## config.mk

```make
export PLATFORM = sky130hd
export DESIGN_NAME = relogio
export DESIGN_NICKNAME = d
export VERILOG_FILES = /design/src/rtl/relogio_pkg.sv /design/src/rtl/bcd_to_7seg.sv /design/src/rtl/relogio.sv
export SDC_FILE = /design/constraint.sdc
export NUM_CORES = 1
export LEC_CHECK = 0
export ABC_CLOCK_PERIOD_IN_PS = 4400
export CORE_MARGIN = 2
export CORE_UTILIZATION = 45
export CTS_CLUSTER_DIAMETER = 50
export DETAILED_ROUTE_END_ITERATION = 6
export PLACE_DENSITY = 0.74
export SYNTH_ARGS = -nofsm -noshare
export SYNTH_HDL_FRONTEND = slang
export SYNTH_SLANG_ARGS = --single-unit
```

## constraint.sdc

```tcl
create_clock -name clock -period 4.4 [get_ports clock]
set_clock_uncertainty 0.15 [all_clocks]
set_input_delay 0.44 -clock clock [delete_from_list [all_inputs] [get_ports clock]]
set_output_delay 0.44 -clock clock [all_outputs]
set_load 0.01 [all_outputs]
```

## src/rtl/relogio_pkg.sv

```systemverilog
// relogio_pkg: BCD digit type and seven-segment codes (a..g on bits 6..0, active-high)
package relogio_pkg;
    typedef logic [3:0] bcd_t;
    localparam logic [6:0] SEG_0     = 7'b1111110;
    localparam logic [6:0] SEG_1     = 7'b0110000;
    localparam logic [6:0] SEG_2     = 7'b1101101;
    localparam logic [6:0] SEG_3     = 7'b1111001;
    localparam logic [6:0] SEG_4     = 7'b0110011;
    localparam logic [6:0] SEG_5     = 7'b1011011;
    localparam logic [6:0] SEG_6     = 7'b1011111;
    localparam logic [6:0] SEG_7     = 7'b1110000;
    localparam logic [6:0] SEG_8     = 7'b1111111;
    localparam logic [6:0] SEG_9     = 7'b1111011;
    localparam logic [6:0] SEG_BLANK = 7'b0000000;
endpackage

```

## src/rtl/bcd_to_7seg.sv

```systemverilog
// bcd_to_7seg: combinational BCD to seven-segment decoder, non-decimal codes blank
module bcd_to_7seg
    import relogio_pkg::*;
(
    input  bcd_t       i_bcd,
    output logic [6:0] o_seg
);
    // table lookup; anything above 9 shows nothing
    always_comb begin
        o_seg = SEG_BLANK;
        case (i_bcd)
            4'd0: o_seg = SEG_0;
            4'd1: o_seg = SEG_1;
            4'd2: o_seg = SEG_2;
            4'd3: o_seg = SEG_3;
            4'd4: o_seg = SEG_4;
            4'd5: o_seg = SEG_5;
            4'd6: o_seg = SEG_6;
            4'd7: o_seg = SEG_7;
            4'd8: o_seg = SEG_8;
            4'd9: o_seg = SEG_9;
            default: o_seg = SEG_BLANK;
        endcase
    end
endmodule

```

## src/rtl/relogio.sv

```systemverilog
// relogio: 24-hour HH:MM:SS clock with 1 Hz divider and six seven-segment outputs
module relogio
    import relogio_pkg::*;
#(
    parameter int TICKS_PER_SEC = 50_000_000
) (
    input  logic       clock,
    input  logic       reset,
    output logic [6:0] s_lsd,
    output logic [6:0] s_msd,
    output logic [6:0] m_lsd,
    output logic [6:0] m_msd,
    output logic [6:0] h_lsd,
    output logic [6:0] h_msd
);
    localparam int DW = (TICKS_PER_SEC > 1) ? $clog2(TICKS_PER_SEC) : 1;

    logic [DW-1:0] r_div;
    bcd_t r_s_lsd, r_s_msd, r_m_lsd, r_m_msd, r_h_lsd, r_h_msd;
    logic w_s59, w_m59, w_h23;
    logic enable1hz, incrementa_minuto, incrementa_hora;

    assign w_s59 = (r_s_msd == 4'd5) && (r_s_lsd == 4'd9);
    assign w_m59 = (r_m_msd == 4'd5) && (r_m_lsd == 4'd9);
    assign w_h23 = (r_h_msd == 4'd2) && (r_h_lsd == 4'd3);

    // strobes are gated by reset so nothing pulses while the clock is being cleared
    assign enable1hz         = !reset && (r_div == DW'(TICKS_PER_SEC - 1));
    assign incrementa_minuto = enable1hz && w_s59;
    assign incrementa_hora   = incrementa_minuto && w_m59;

    // divider and all six digits advance together so 23:59:59 rolls over in one edge
    always_ff @(posedge clock) begin
        if (reset) begin
            r_div   <= '0;
            r_s_lsd <= '0;
            r_s_msd <= '0;
            r_m_lsd <= '0;
            r_m_msd <= '0;
            r_h_lsd <= '0;
            r_h_msd <= '0;
        end else begin
            r_div <= enable1hz ? '0 : r_div + 1'b1;
            if (enable1hz)
                r_s_lsd <= (r_s_lsd == 4'd9) ? '0 : r_s_lsd + 1'b1;
            if (enable1hz && r_s_lsd == 4'd9)
                r_s_msd <= (r_s_msd == 4'd5) ? '0 : r_s_msd + 1'b1;
            if (incrementa_minuto)
                r_m_lsd <= (r_m_lsd == 4'd9) ? '0 : r_m_lsd + 1'b1;
            if (incrementa_minuto && r_m_lsd == 4'd9)
                r_m_msd <= (r_m_msd == 4'd5) ? '0 : r_m_msd + 1'b1;
            if (incrementa_hora) begin
                r_h_lsd <= (w_h23 || r_h_lsd == 4'd9) ? '0 : r_h_lsd + 1'b1;
                r_h_msd <= w_h23 ? '0 : (r_h_lsd == 4'd9) ? r_h_msd + 1'b1 : r_h_msd;
            end
        end
    end

    bcd_to_7seg u_s_lsd (.i_bcd(r_s_lsd), .o_seg(s_lsd));
    bcd_to_7seg u_s_msd (.i_bcd(r_s_msd), .o_seg(s_msd));
    bcd_to_7seg u_m_lsd (.i_bcd(r_m_lsd), .o_seg(m_lsd));
    bcd_to_7seg u_m_msd (.i_bcd(r_m_msd), .o_seg(m_msd));
    bcd_to_7seg u_h_lsd (.i_bcd(r_h_lsd), .o_seg(h_lsd));
    bcd_to_7seg u_h_msd (.i_bcd(r_h_msd), .o_seg(h_msd));
endmodule

```

After elaboration in Yosys (flattened, before gate mapping)
Memory sizes are Yosys's and may differ from the RTL's. A register that Yosys moved wholly into a read port is not among the register bits.
Cells that the tools add are included.
- mux-type cells: 19
- shifts and indexed selects: 0
- div/mod/pow operators: 0
- bitwise gates (word level): 0
- reduce and logical (&&, ||, !) cells: 13
- add/subtract/negate cells: 7
- magnitude comparators: 0
- multiply operators: 0
- eq/ne operators: 8
- operators by type and width (kind ; count):
    4-bit two-way mux ; 19
    26-bit by 1-bit adder with 26-bit output (second input constant) ; 1
    26-bit equality test (second input constant) ; 1
    4-bit by 1-bit adder with 4-bit output (second input constant) ; 6
    4-bit equality test (second input constant) ; 3
    4-bit by 2-bit equality test with 1-bit output (second input constant) ; 2
    4-bit by 3-bit equality test with 1-bit output (second input constant) ; 2
    1-bit logical AND ; 8
    2-bit AND reduction ; 1
    2-bit nonzero test ; 1
    2-bit OR reduction ; 1
    1-bit zero test ; 1
    1-bit logical OR ; 1
- bits in latches: 0
- output and inout bits: 42
- bits in read-only memories: 672
- bits of input ports: 2
- bits in registers: 50
- RAM bits: 0
- memories: 6
- memories (name ; depth ; width ; read ports ; clocked after Yosys merged registers in ; wr ports ; RTL line ; source):
    (name not given) ; 16 ; 7 ; 1 ; 1 ; 0 ; bcd_to_7seg.sv:11 ; case (i_bcd)
    (name not given) ; 16 ; 7 ; 1 ; 1 ; 0 ; bcd_to_7seg.sv:11 ;
    (name not given) ; 16 ; 7 ; 1 ; 1 ; 0 ; bcd_to_7seg.sv:11 ;
    (name not given) ; 16 ; 7 ; 1 ; 1 ; 0 ; bcd_to_7seg.sv:11 ;
    (name not given) ; 16 ; 7 ; 1 ; 1 ; 0 ; bcd_to_7seg.sv:11 ;
    (name not given) ; 16 ; 7 ; 1 ; 1 ; 0 ; bcd_to_7seg.sv:11 ;

Depth between registers and ports, before layout
- depth in word-level cells: 7
- gate-level depth with buffers: 16

Modules after synthesis
A second synthesis with hierarchy kept.
- cells, all modules: 451
- area, all modules: 3782.4 um2
- modules (own cells, without submodules) (module ; area each (um2) ; sequential area each (um2) ; cells each ; instances):
    relogio ; 2468.6 ; 1001.0 ; 283 ; 1
    bcd_to_7seg ; 219.0 ; 0.0 ; 28 ; 6

Worst setup path after synthesis
OpenSTA, ideal clock, no wires.
- kind: flip-flop to flip-flop
- from: reg r_div[0]
- to: reg u_s_lsd.o_seg[2] (netlist name)
- buffers on the path: 2
- data arrival time: 2.954 ns
- slack: 1.168 ns
- stages on the path, launching flop included: 15
- path through: dfxtp_1 ha_1 and3_1 clkbuf_1 and3_1 buf_2 nand3_1 or3_1 a21oi_1 inv_1 ha_1 o21ai_0 o221ai_1 a211oi_1 o21ai_0
- word-level cells in the longest chain between the ends: 4
- ends and longest elaborated chain (item ; RTL line ; source):
    start: declaration ; relogio.sv:18 ; logic [DW-1:0] r_div;
    start signal: assignment ; relogio.sv:43 ; r_div <= enable1hz ? '0 : r_div + 1'b1;
    26-bit equality test ; relogio.sv:28 ; assign enable1hz = !reset && (r_div == DW'(TICKS_PER_SEC - 1));
    1-bit logical AND ; relogio.sv:28 ;
    4-bit two-way mux (no line) (2 in a row) ; -- ;
No other way between the ends.
A chain may end at the register's enable or synchronous reset.

Final worst setup path
- from: reg r_div[0]
- to: reg u_s_lsd.o_seg[2] (netlist name)
- word-level cells in the longest chain between the ends: 4
- ends and longest elaborated chain (item ; RTL line):
    26-bit equality test ; relogio.sv:28
    1-bit logical AND ; relogio.sv:28
    4-bit two-way mux (no line) (2 in a row) ; --
No other way between the ends.

==> flow_summary.toml <==
[final_layout]
final.fill_count = 1077
area.growth.synth_to_final_pct = 13.13
antennaDiodeCount = 0
finalNetCount = 694
layout_commonest_cell = "sky130_fd_sc_hd__dfxtp_1"
most-common-layout-cells = "92 x sky130_fd_sc_hd__dfxtp_1, 59 x sky130_fd_sc_hd__nor2_1, 42 x sky130_fd_sc_hd__clkdlybuf4s50_1"
drive_gt1_share_pct = 6.595
design_area_sq_um = 6132
stdcell_count = 799

[timing]
timing.final.crit_period_ps = 3783
finalCritPeriodShare_pct = 85.97
timing.slew.headroom_pct = 50.48
final.setup.worst_slack_ps = 617.3
hold_slack_ps = 342.6
sum_neg_setup_slack_ps = 0
maxSlewViolCount = 0
timing.fmax_mhz = 264.4
rsz0062_at_grt = "false"
setup-violations-final = 0
tightestPinTransition_ps = 742.0
hold_violations = 0

[clock_tree]
cts_max_path_buffers = 2
clkLatencyLatePin_ps = 350
root_buffer = "sky130_fd_sc_hd__clkbuf_16"
hold_buffers = 0
post-cts-setup-buffer-count = 0
cts_resized = 0
tritoncts_sink_count = 92
cts.clk_slew.worst_paths_ps = 60
number_of_buffers_inserted_during_clock_tree_synthesis = 9
cts_max_level = 3
tritoncts = "done"

[synth]
synth_area_sq_um = 5420
synth.avg_cell_area_sq_um = 8.576
synthDominantAreaCellType = "sky130_fd_sc_hd__dfxtp_1"
yosysSeqAreaShare_pct = 33.98
syn-instance-count = 632
synth.top_cell.area_share_pct = 33.98
synth.lib_cells_used.distinct = 81
synth_edf_count = 0
post_synth_main_area_contributors = "sky130_fd_sc_hd__dfxtp_1 34%, sky130_fd_sc_hd__ha_1 9.5%, sky130_fd_sc_hd__nor2_1 4.1%, sky130_fd_sc_hd__o21ai_0 3.1%, sky130_fd_sc_hd__a21oi_1 3.0%"
synth.yosys.warnings = 0
ys_dominant_reg_cell = "sky130_fd_sc_hd__dfxtp_1"
ys_seq_elements = 92
post_synthesis_async_set_or_reset_flop_share_pct = 0
mappedNetlistNets = 675

[run]
maxCapViolCount = 0

[floorplan]
placeableCoreArea_sq_um = 11860
chipHeight_microns = 113.8
row_count = 40
floorplan.initialDensity_pct = 45.70
dieWidth_microns = 113.8
top_level_ports = 44
die_area_sq_um = 12940

[pwr]
switchingPower_w = 0.0003267
pwr_density_cell_nw_per_um2 = 253.7
internal_power_contribution_w = 0.001229
power.share.combinational_pct = 1.9
vdd_ir_drop_max_mv = 0.1767
leakage_nw = 2.304
p_clk_share_pct = 44.3
seq_power_share_pct = 53.8
switching_share_pct = 21.00

[setup_path]
required_ps = 4480
critical_path_peak_fanout = 12
cp.arrival_ps = 3860
worst_path_largest_cell_delay_ps = 500
worstReg2RegEnd = "u_s_lsd.o_seg[2]"
crit_type = "flop to flop"
reg2reg_setup_slack_ps = 620
worstPathCellList = "ha_1 -> and3_1 -> and3_1 -> nand3_1 -> or3_1 -> a21oi_1 -> inv_1 -> ha_1 -> o21ai_0 -> o221ai_1 -> a211oi_1 -> o21ai_0"
startpoint = "r_div[0]"
cp-endpoint = "u_s_lsd.o_seg[2]"
critPathSlowestCell = "sky130_fd_sc_hd__and3_1"
crit-reg2reg-launch = "r_div[0]"
critPathCaptureType = "flop"
critical_path_start_type = "flop"
timing.reg2reg.worst_path_depth = 12

[placed_design]
final_replace_weighted_congestion = 0.8728
preCtsSetupSlack_ps = 653.4
dp_hpwl_mm = 8.170
placement.io_buffers = 43
dpl.cell_count = 787
place_area_sq_um = 5886

[route]
detailedRoute.firstPassIterationCount = 6
drt_drc = 0
via_to_cell_ratio = 5.891
ant_nets = 0
via_count = 4707
route.detailed.wl_per_inst_microns = 14.72
dr.first_iter.drc_count = 404
finalWirelength_mm = 11.76

[grt]
groute.usage.overall_pct = 18.94
grt_max_degree = 67
first_global_vias = 4486
globalRoute.totalOverflow = 0
antenna_found_initial = 0
wire_length_of_the_first_global_routing_pass_mm = 20.24

[hold_path]
hold_start = "r_div[0]"
hold_class = "flop to flop"

[outcome]
run_status = "finished clean"
==> through the flow <==
step | utilization [%] | power (W)
6_report | 51.70 | 0.001556
5_1_grt | 51.70 | 0.001609
4_1_cts | 51.70 | 0.001576
3_5_place_dp | 49.62 | 0.0008855
3_3_place_gp | 49.62 | 0.0008837
2_1_floorplan | - | 0.0008781
==> state kept, by name, summed over array words and instances (netlist names) <==
signal,count
r_div,26
r_h_lsd,4
r_h_msd,4
r_m_lsd,4
r_m_msd,4
r_s_lsd,4
r_s_msd,4
u_h_lsd.o_seg,7
u_h_msd.o_seg,7
u_m_lsd.o_seg,7
u_m_msd.o_seg,7
u_s_lsd.o_seg,7
u_s_msd.o_seg,7
==> cells in the mapped netlist (7+ instances only) <==
library cell               count
sky130_fd_sc_hd__a21oi_1      33
sky130_fd_sc_hd__a31oi_1      11
sky130_fd_sc_hd__and4_1       11
sky130_fd_sc_hd__buf_2         7
sky130_fd_sc_hd__clkbuf_1     24
sky130_fd_sc_hd__dfxtp_1      92
sky130_fd_sc_hd__ha_1         41
sky130_fd_sc_hd__inv_1        39
sky130_fd_sc_hd__mux2i_1       8
sky130_fd_sc_hd__nand2_1      29
sky130_fd_sc_hd__nand2b_1      7
sky130_fd_sc_hd__nand3_1      21
sky130_fd_sc_hd__nand4_1      13
sky130_fd_sc_hd__nor2_1       59
sky130_fd_sc_hd__nor2b_1      11
sky130_fd_sc_hd__nor3_1       18
sky130_fd_sc_hd__o211ai_1     12
sky130_fd_sc_hd__o21ai_0      34
sky130_fd_sc_hd__or3_1         7
sky130_fd_sc_hd__xnor2_1      12
sky130_fd_sc_hd__xor2_1       18
==> worst min path at each step <==
stage          endpoint  cells past startpoint
2_1_floorplan  r_div[0]                      1
3_3_place_gp   r_div[0]                      1
3_5_place_dp   r_div[0]                      1
4_1_cts        r_div[0]                      1
5_1_grt        r_div[0]                      1
6_report       r_div[0]                      1
==> critical path: cells and delay by family (launching register included) <==
family,cells,cell delay [ps]
buf+inv,1,140
compound gates,5,1030
fa+ha+maj,2,480
simple gates,4,1500
flops,1,370
==> routing by layer <==
metal  global-route usage (%)  up-vias  share of wire [%]
met5                        0        -                  0
met4                    7.561        0                1.9
met3                    5.260       23                5.9
met2                    32.06      166                 50
met1                    22.81     2215                 43
li1                         -     2303                  -
==> cells by family (layout without fill, tap and decap cells) <==
group	count (synthesis)	count (layout)	synth area share, %
compound gates	152	152	18.77
simple gates	223	223	24.15
flops	92	92	33.98
xor+xnor	30	30	4.848
buf+inv	79	99	5.840
mux	14	14	2.770
fa+ha+maj	42	42	9.649
==> power groups by stage <==
stage          Sequential, W  Combinational [W]  Clock (W)
3_5_place_dp        0.000856          0.0000296          0
6_report            0.000837          0.0000297   0.000689
5_1_grt             0.000837          0.0000334   0.000739
3_3_place_gp        0.000855          0.0000284          0
4_1_cts             0.000837          0.0000300   0.000709
2_1_floorplan       0.000855          0.0000229          0
==> area by class of cell <==
class / count / area, sq um / area share, %
clock buffers: 12 / 246.5 / 4.020
inverters: 42 / 157.7 / 2.571
multi-input cells: 461 / 3262 / 53.19
flip-flops and latches: 92 / 1842 / 30.03
well taps: 147 / 183.9 / 2.999
repair buffers: 45 / 440.4 / 7.182
(Power assumes the default switching activity.)
